--- src/rtl/bin2bcd_multi.sv ---
// Multi-channel binary-to-BCD converter using repeated decade subtraction, one step per clock.
// All channel results are staged and published to bcd_out/ovf together on the edge into DONE.
module bin2bcd_multi #(
  parameter int CHANNELS = 2,
  parameter int IN_W     = 8,
  parameter int DIGITS   = 3
) (
  input  logic                         clk,
  input  logic                         rst,
  input  logic                         start,
  input  logic                         free_run,
  input  logic [CHANNELS*IN_W-1:0]     bin_in,
  output logic [CHANNELS*DIGITS*4-1:0] bcd_out,
  output logic [CHANNELS-1:0]          ovf,
  output logic                         busy,
  output logic                         done
);
  localparam int CMP_W = IN_W + 4 * DIGITS;
  localparam int CH_W  = (CHANNELS > 1) ? $clog2(CHANNELS) : 1;
  localparam int K_W   = (DIGITS > 1) ? $clog2(DIGITS) : 1;
  localparam int CB_W  = DIGITS * 4;

  function automatic logic [CMP_W-1:0] pow10(input int k);
    logic [CMP_W-1:0] p;
    p = CMP_W'(1);
    for (int i = 0; i < k; i++) p = p * CMP_W'(10);
    return p;
  endfunction

  typedef enum logic [1:0] {IDLE, LOAD, CONV, DONE} state_t;

  state_t                     state, state_n;
  logic [CH_W-1:0]            ch;
  logic [CHANNELS*IN_W-1:0]   snap;
  logic [IN_W-1:0]            r, r_sub, snap_ch;
  logic [CMP_W-1:0]           r_w;
  logic [CMP_W-1:0]           dec [1:DIGITS];
  logic [CB_W-1:0]            cnt, chan_bcd;
  logic [CHANNELS*CB_W-1:0]   stage_bcd, stage_bcd_n;
  logic [CHANNELS-1:0]        stage_ovf, stage_ovf_n;
  logic                       hit;
  logic [K_W-1:0]             hit_k;
  logic                       load_snap, commit, commit_ovf, last_ch;

  for (genvar g = 1; g <= DIGITS; g++) begin : g_dec
    assign dec[g] = pow10(g);
  end

  assign snap_ch = snap[ch*IN_W +: IN_W];
  assign r_w     = CMP_W'(r);
  assign last_ch = (ch == CH_W'(CHANNELS - 1));
  assign busy    = (state != IDLE);
  assign done    = (state == DONE);

  // Highest decade still contained in the remainder; later k overrides earlier.
  always_comb begin
    hit   = 1'b0;
    hit_k = '0;
    r_sub = r;
    for (int k = 1; k < DIGITS; k++) begin
      if (r_w >= dec[k]) begin
        hit   = 1'b1;
        hit_k = K_W'(k);
        r_sub = r - dec[k][IN_W-1:0];
      end
    end
  end

  // Nibble 0 of cnt is never incremented, so OR-ing in the remainder yields digit 0.
  always_comb begin
    chan_bcd = cnt | CB_W'(r_w[3:0]);
    if (commit_ovf) chan_bcd = {DIGITS{4'h9}};
    stage_bcd_n = stage_bcd;
    stage_bcd_n[ch*CB_W +: CB_W] = chan_bcd;
    stage_ovf_n = stage_ovf;
    stage_ovf_n[ch] = commit_ovf;
  end

  always_comb begin
    state_n    = state;
    load_snap  = 1'b0;
    commit     = 1'b0;
    commit_ovf = 1'b0;
    case (state)
      IDLE: if (start || free_run) begin
        load_snap = 1'b1;
        state_n   = LOAD;
      end
      LOAD: if (CMP_W'(snap_ch) >= dec[DIGITS]) begin
        commit     = 1'b1;
        commit_ovf = 1'b1;
      end else begin
        state_n = CONV;
      end
      CONV: if (!hit) commit = 1'b1;
      DONE: if (free_run) begin
        load_snap = 1'b1;
        state_n   = LOAD;
      end else begin
        state_n = IDLE;
      end
      default: state_n = IDLE;
    endcase
    if (commit) state_n = last_ch ? DONE : LOAD;
  end

  // Control and published outputs
  always_ff @(posedge clk) begin
    if (rst) begin
      state   <= IDLE;
      ch      <= '0;
      bcd_out <= '0;
      ovf     <= '0;
    end else begin
      state <= state_n;
      if (load_snap)              ch <= '0;
      else if (commit && !last_ch) ch <= ch + 1'b1;
      if (commit && last_ch) begin
        bcd_out <= stage_bcd_n;
        ovf     <= stage_ovf_n;
      end
    end
  end

  // Datapath: snapshot, remainder, digit counters, staging buffer
  always_ff @(posedge clk) begin
    if (load_snap) snap <= bin_in;
    if (state == LOAD) begin
      r   <= snap_ch;
      cnt <= '0;
    end else if (state == CONV && hit) begin
      r <= r_sub;
      for (int k = 1; k < DIGITS; k++)
        if (hit_k == K_W'(k)) cnt[k*4 +: 4] <= cnt[k*4 +: 4] + 4'd1;
    end
    if (commit) begin
      stage_bcd <= stage_bcd_n;
      stage_ovf <= stage_ovf_n;
    end
  end

endmodule

--- config.mk ---
export PLATFORM = sky130hd
export DESIGN_NAME = bin2bcd_multi
export DESIGN_NICKNAME = d
export VERILOG_FILES = /design/src/rtl/bin2bcd_multi.sv
export SDC_FILE = /design/constraint.sdc
export NUM_CORES = 1
export LEC_CHECK = 0
export CORE_MARGIN = 5
export CORE_UTILIZATION = 50
export CTS_BUF_LIST = sky130_fd_sc_hd__clkbuf_2
export DETAILED_ROUTE_END_ITERATION = 10
export MAX_ROUTING_LAYER = met4
export PLACE_DENSITY = 0.71
export SKIP_LAST_GASP = 1
export SLEW_MARGIN = 20
export SYNTH_ARGS = -nofsm -noshare
export SYNTH_HDL_FRONTEND = slang
export SYNTH_SLANG_ARGS = --single-unit
export TNS_END_PERCENT = 50
--- constraint.sdc ---
create_clock -name clk -period 5.2 [get_ports clk]
set_input_delay 1.04 -clock clk [delete_from_list [all_inputs] [get_ports clk]]
set_output_delay 1.04 -clock clk [all_outputs]
set_load 0.05 [all_outputs]
==> results_dict.tcl <==
set metrics [dict create \
    status "finished, final reports clean" \
    areaGrowthSynthToFinish_pct 17.3 \
    min_path_type "flip-flop to flip-flop" \
    grt_antenna_before_repair 0 \
    ys_seq_area_share_pct 52.3 \
    initialDrtViolationCount 102 \
    clkTransAtPathRegs_ns 0.19 \
    die-height_um 94.1 \
    ys_ff_latch 74 \
    die_w_um 94.1 \
    grt_pass1_wl_um 11200 \
    cts.path.max_buffers 2 \
    crit_type "flip-flop to output pin" \
    clock-root-buffer "clkbuf_2" \
    vdd_drop_max_mv 0.282 \
    clk_latency_ns 0.51 \
    syn_area_mm2 0.00354 \
    avgSynthCellArea_um2 11.0 \
    yosys.area.top_type "edfxtp_1" \
    totalWireLength_um 6850 \
    report.final.slew_viol_count 0 \
    syn_inst 322 \
    synth-edff-count 37 \
    firstDrtPassIters 4 \
    start_util_pct 51.8 \
    p_per_area_mw_per_mm2 415 \
    post_cts_buffers 0 \
    place_area_mm2 0.00404 \
    rows 30 \
    fin_setup_tns_ns 0 \
    power_leakage_nw 1.39 \
    gp_congestion 0.849 \
    cts_hold_buf 0 \
    dieArea_mm2 0.00886 \
    async_flop_share_pct 0 \
    ctsResizeCount 0 \
    crit_path_end_kind "output pin" \
    ys_warn_count 0 \
    hold_viol 0 \
    io_pins 48 \
    synth_top_cells_by_count "37 x dfxtp_1, 37 x edfxtp_1, 36 x o21ai_0" \
    worstRegToRegCells 6 \
    synth_cell_types 50 \
    drive_above_1_share_pct 10.8 \
    grt_max_degree 54 \
    worstHoldPathCells 2 \
    final_net_count 389 \
    synthFlopType "edfxtp_1" \
    synthTopCellsByArea "edfxtp_1 31%, dfxtp_1 21%, nand4b_1 5.9%, o21ai_0 5.1%, nand2b_1 4.8%" \
    htreeDepth 3 \
    rsz0062_at_grt "false" \
    path_max_fanout 4 \
    final_util_pct 60.8 \
    n_fill_cell 610 \
    first_global_vias 2349 \
    r2r-start "r[3]" \
    r2r-end "cnt[7]" \
    clock_sinks 74 \
    tightestPinTransition_ns 1.08 \
    cp.required_ns 4.16 \
    reg2reg_slack_ns 2.56 \
    grt_usage_pct 16.7 \
    max-slew-margin-rel_pct 28.2 \
    viasPerCell 5.55 \
    dp_slack_ns 2.59 \
    synth_top_family_by_area "simple AND/OR/NAND/NOR gates" \
    hold-path-endpoint "bcd_out[15]" \
    startpoint_type "flip-flop" \
    detail_route.drc_violations 0 \
    via_count 2544 \
    power_mw 1.72 \
    cts_buffers 9 \
    setup_violations 0 \
    synth.top_cell.area_share_pct 31.4 \
    antenna_left 0 \
    setup_slack_ns 2.06 \
    synth_compound_area_share_pct 13.3 \
    worst_hold_startpoint "bcd_out[15]" \
    skew_ns 0.0269 \
    cap_violations 0 \
    max_freq_mhz 318 \
    period_minus_slack_ns 3.14 \
    synth_xor_area_share_pct 0.743 \
    wl_per_cell_um 15.0 \
    synthAdderAreaFrac_pct 4.24 \
    synth-simple-area-share_pct 18.8 \
    worstPathArrival_ns 2.10 \
    final_area_mm2 0.00415 \
    syn_nets 354 \
    fp.coreArea_mm2 0.00683 \
    muxShareOfSynthArea_pct 6.12 \
    antennaDiodeCount 0 \
    hpwl_um 4540 \
    cts_tree "yes" \
    port_buffers 47 \
    post-route-period-util_pct 60.4 \
    overflow 0 \
]
==> power by group <==
group | switching [mW] | leakage (nW) | internal, mW | total (mW)
logic | 0.317 | 0.685 | 0.232 | 0.550
registers | 0.106 | 0.640 | 0.756 | 0.863
clock network | 0.201 | 0.0639 | 0.110 | 0.310
total | 0.624 | 1.39 | 1.10 | 1.72
==> layer usage <==
layer  GRT usage [%]  vias up  part of all wire [%]
met5               -        -                     0
li1                -     1252                     -
met2            26.1       80                    48
met3            3.61       11                   5.1
met1            21.4     1201                    46
met4            6.26        0                   1.4
==> state kept, by name (all words and copies together) (netlist names) <==
| name | flops |
|---|---|
| ch | 1 |
| r | 8 |
| stage_bcd | 12 |
| bcd_out | 24 |
| cnt | 8 |
| stage_ovf | 1 |
| state | 2 |
| snap | 16 |
| ovf | 2 |
==> critical path: stages (launching register included) <==
cell and delay (ns):
dfxtp_1 0.41, inv_1 0.08, ha_1 0.23, inv_1 0.09
clkdlybuf4s50_1 0.80
==> through the flow <==
| stage | instances | hold slack, ns |
|---|---|---|
| global placement | 442 | 0.462 |
| global route | 458 | 0.516 |
| CTS | 458 | 0.490 |
| finish | 458 | 0.482 |
| floorplan | 322 | 0.463 |
| detailed placement | 442 | 0.466 |
==> how the worst max path moves through the flow <==
stage / slack [ns] / cells past startpoint / from / endpoint
global route: 1.93 / 4 / state[0] / busy
floorplan: 2.80 / 2 / free_run / snap[0]
detailed placement: 2.59 / 6 / r[3] / cnt[7]
global placement: 2.64 / 6 / r[3] / cnt[7]
CTS: 2.03 / 4 / state[0] / busy
finish: 2.06 / 4 / state[0] / busy
==> area by class of cell <==
| type | count | area [um^2] | share of cell area (%) |
|---|---|---|---|
| clock buffer | 9 | 45.0 | 1.08 |
| timing repair buffer | 50 | 493 | 11.9 |
| multi-input combinational | 210 | 1530 | 36.8 |
| tap | 96 | 120 | 2.89 |
| sequential | 74 | 1850 | 44.6 |
| inverter | 12 | 45.0 | 1.08 |
| clock inverter | 7 | 67.6 | 1.63 |
==> placed cells by master, fill, tap and decap left out, types with 2 or more instances in the layout <==
| master | instances |
|---|---|
| a211oi_1 | 3 |
| a21oi_1 | 11 |
| and2_1 | 2 |
| buf_4 | 3 |
| clkbuf_2 | 9 |
| clkdlybuf4s50_1 | 47 |
| clkinv_1 | 2 |
| clkinvlp_4 | 2 |
| dfxtp_1 | 36 |
| edfxtp_1 | 37 |
| ha_1 | 12 |
| inv_1 | 12 |
| mux2_2 | 13 |
| mux2i_1 | 7 |
| nand2_1 | 14 |
| nand2b_1 | 27 |
| nand3_1 | 4 |
| nand4b_1 | 24 |
| nor2_1 | 10 |
| nor2b_1 | 2 |
| nor3_1 | 4 |
| nor3b_1 | 2 |
| o2111ai_1 | 2 |
| o211ai_1 | 3 |
| o21a_1 | 2 |
| o21ai_0 | 36 |
| o21ba_2 | 2 |
| o31ai_1 | 2 |
| or4_1 | 3 |
| xor2_1 | 3 |
==> logic make-up (layout without fill, tap and decap cells) <==
| group | count (synthesis) | after routing |
|---|---|---|
| AND/OR/NAND/NOR | 101 | 101 |
| XOR/XNOR | 3 | 3 |
| adder cells (fa/ha/maj) | 12 | 12 |
| multiplexers | 20 | 20 |
| AO/OA/AOI/OAI | 74 | 74 |
| flip-flops | 74 | 74 |
| buffers and inverters | 38 | 78 |
(Power assumes the default switching activity.)
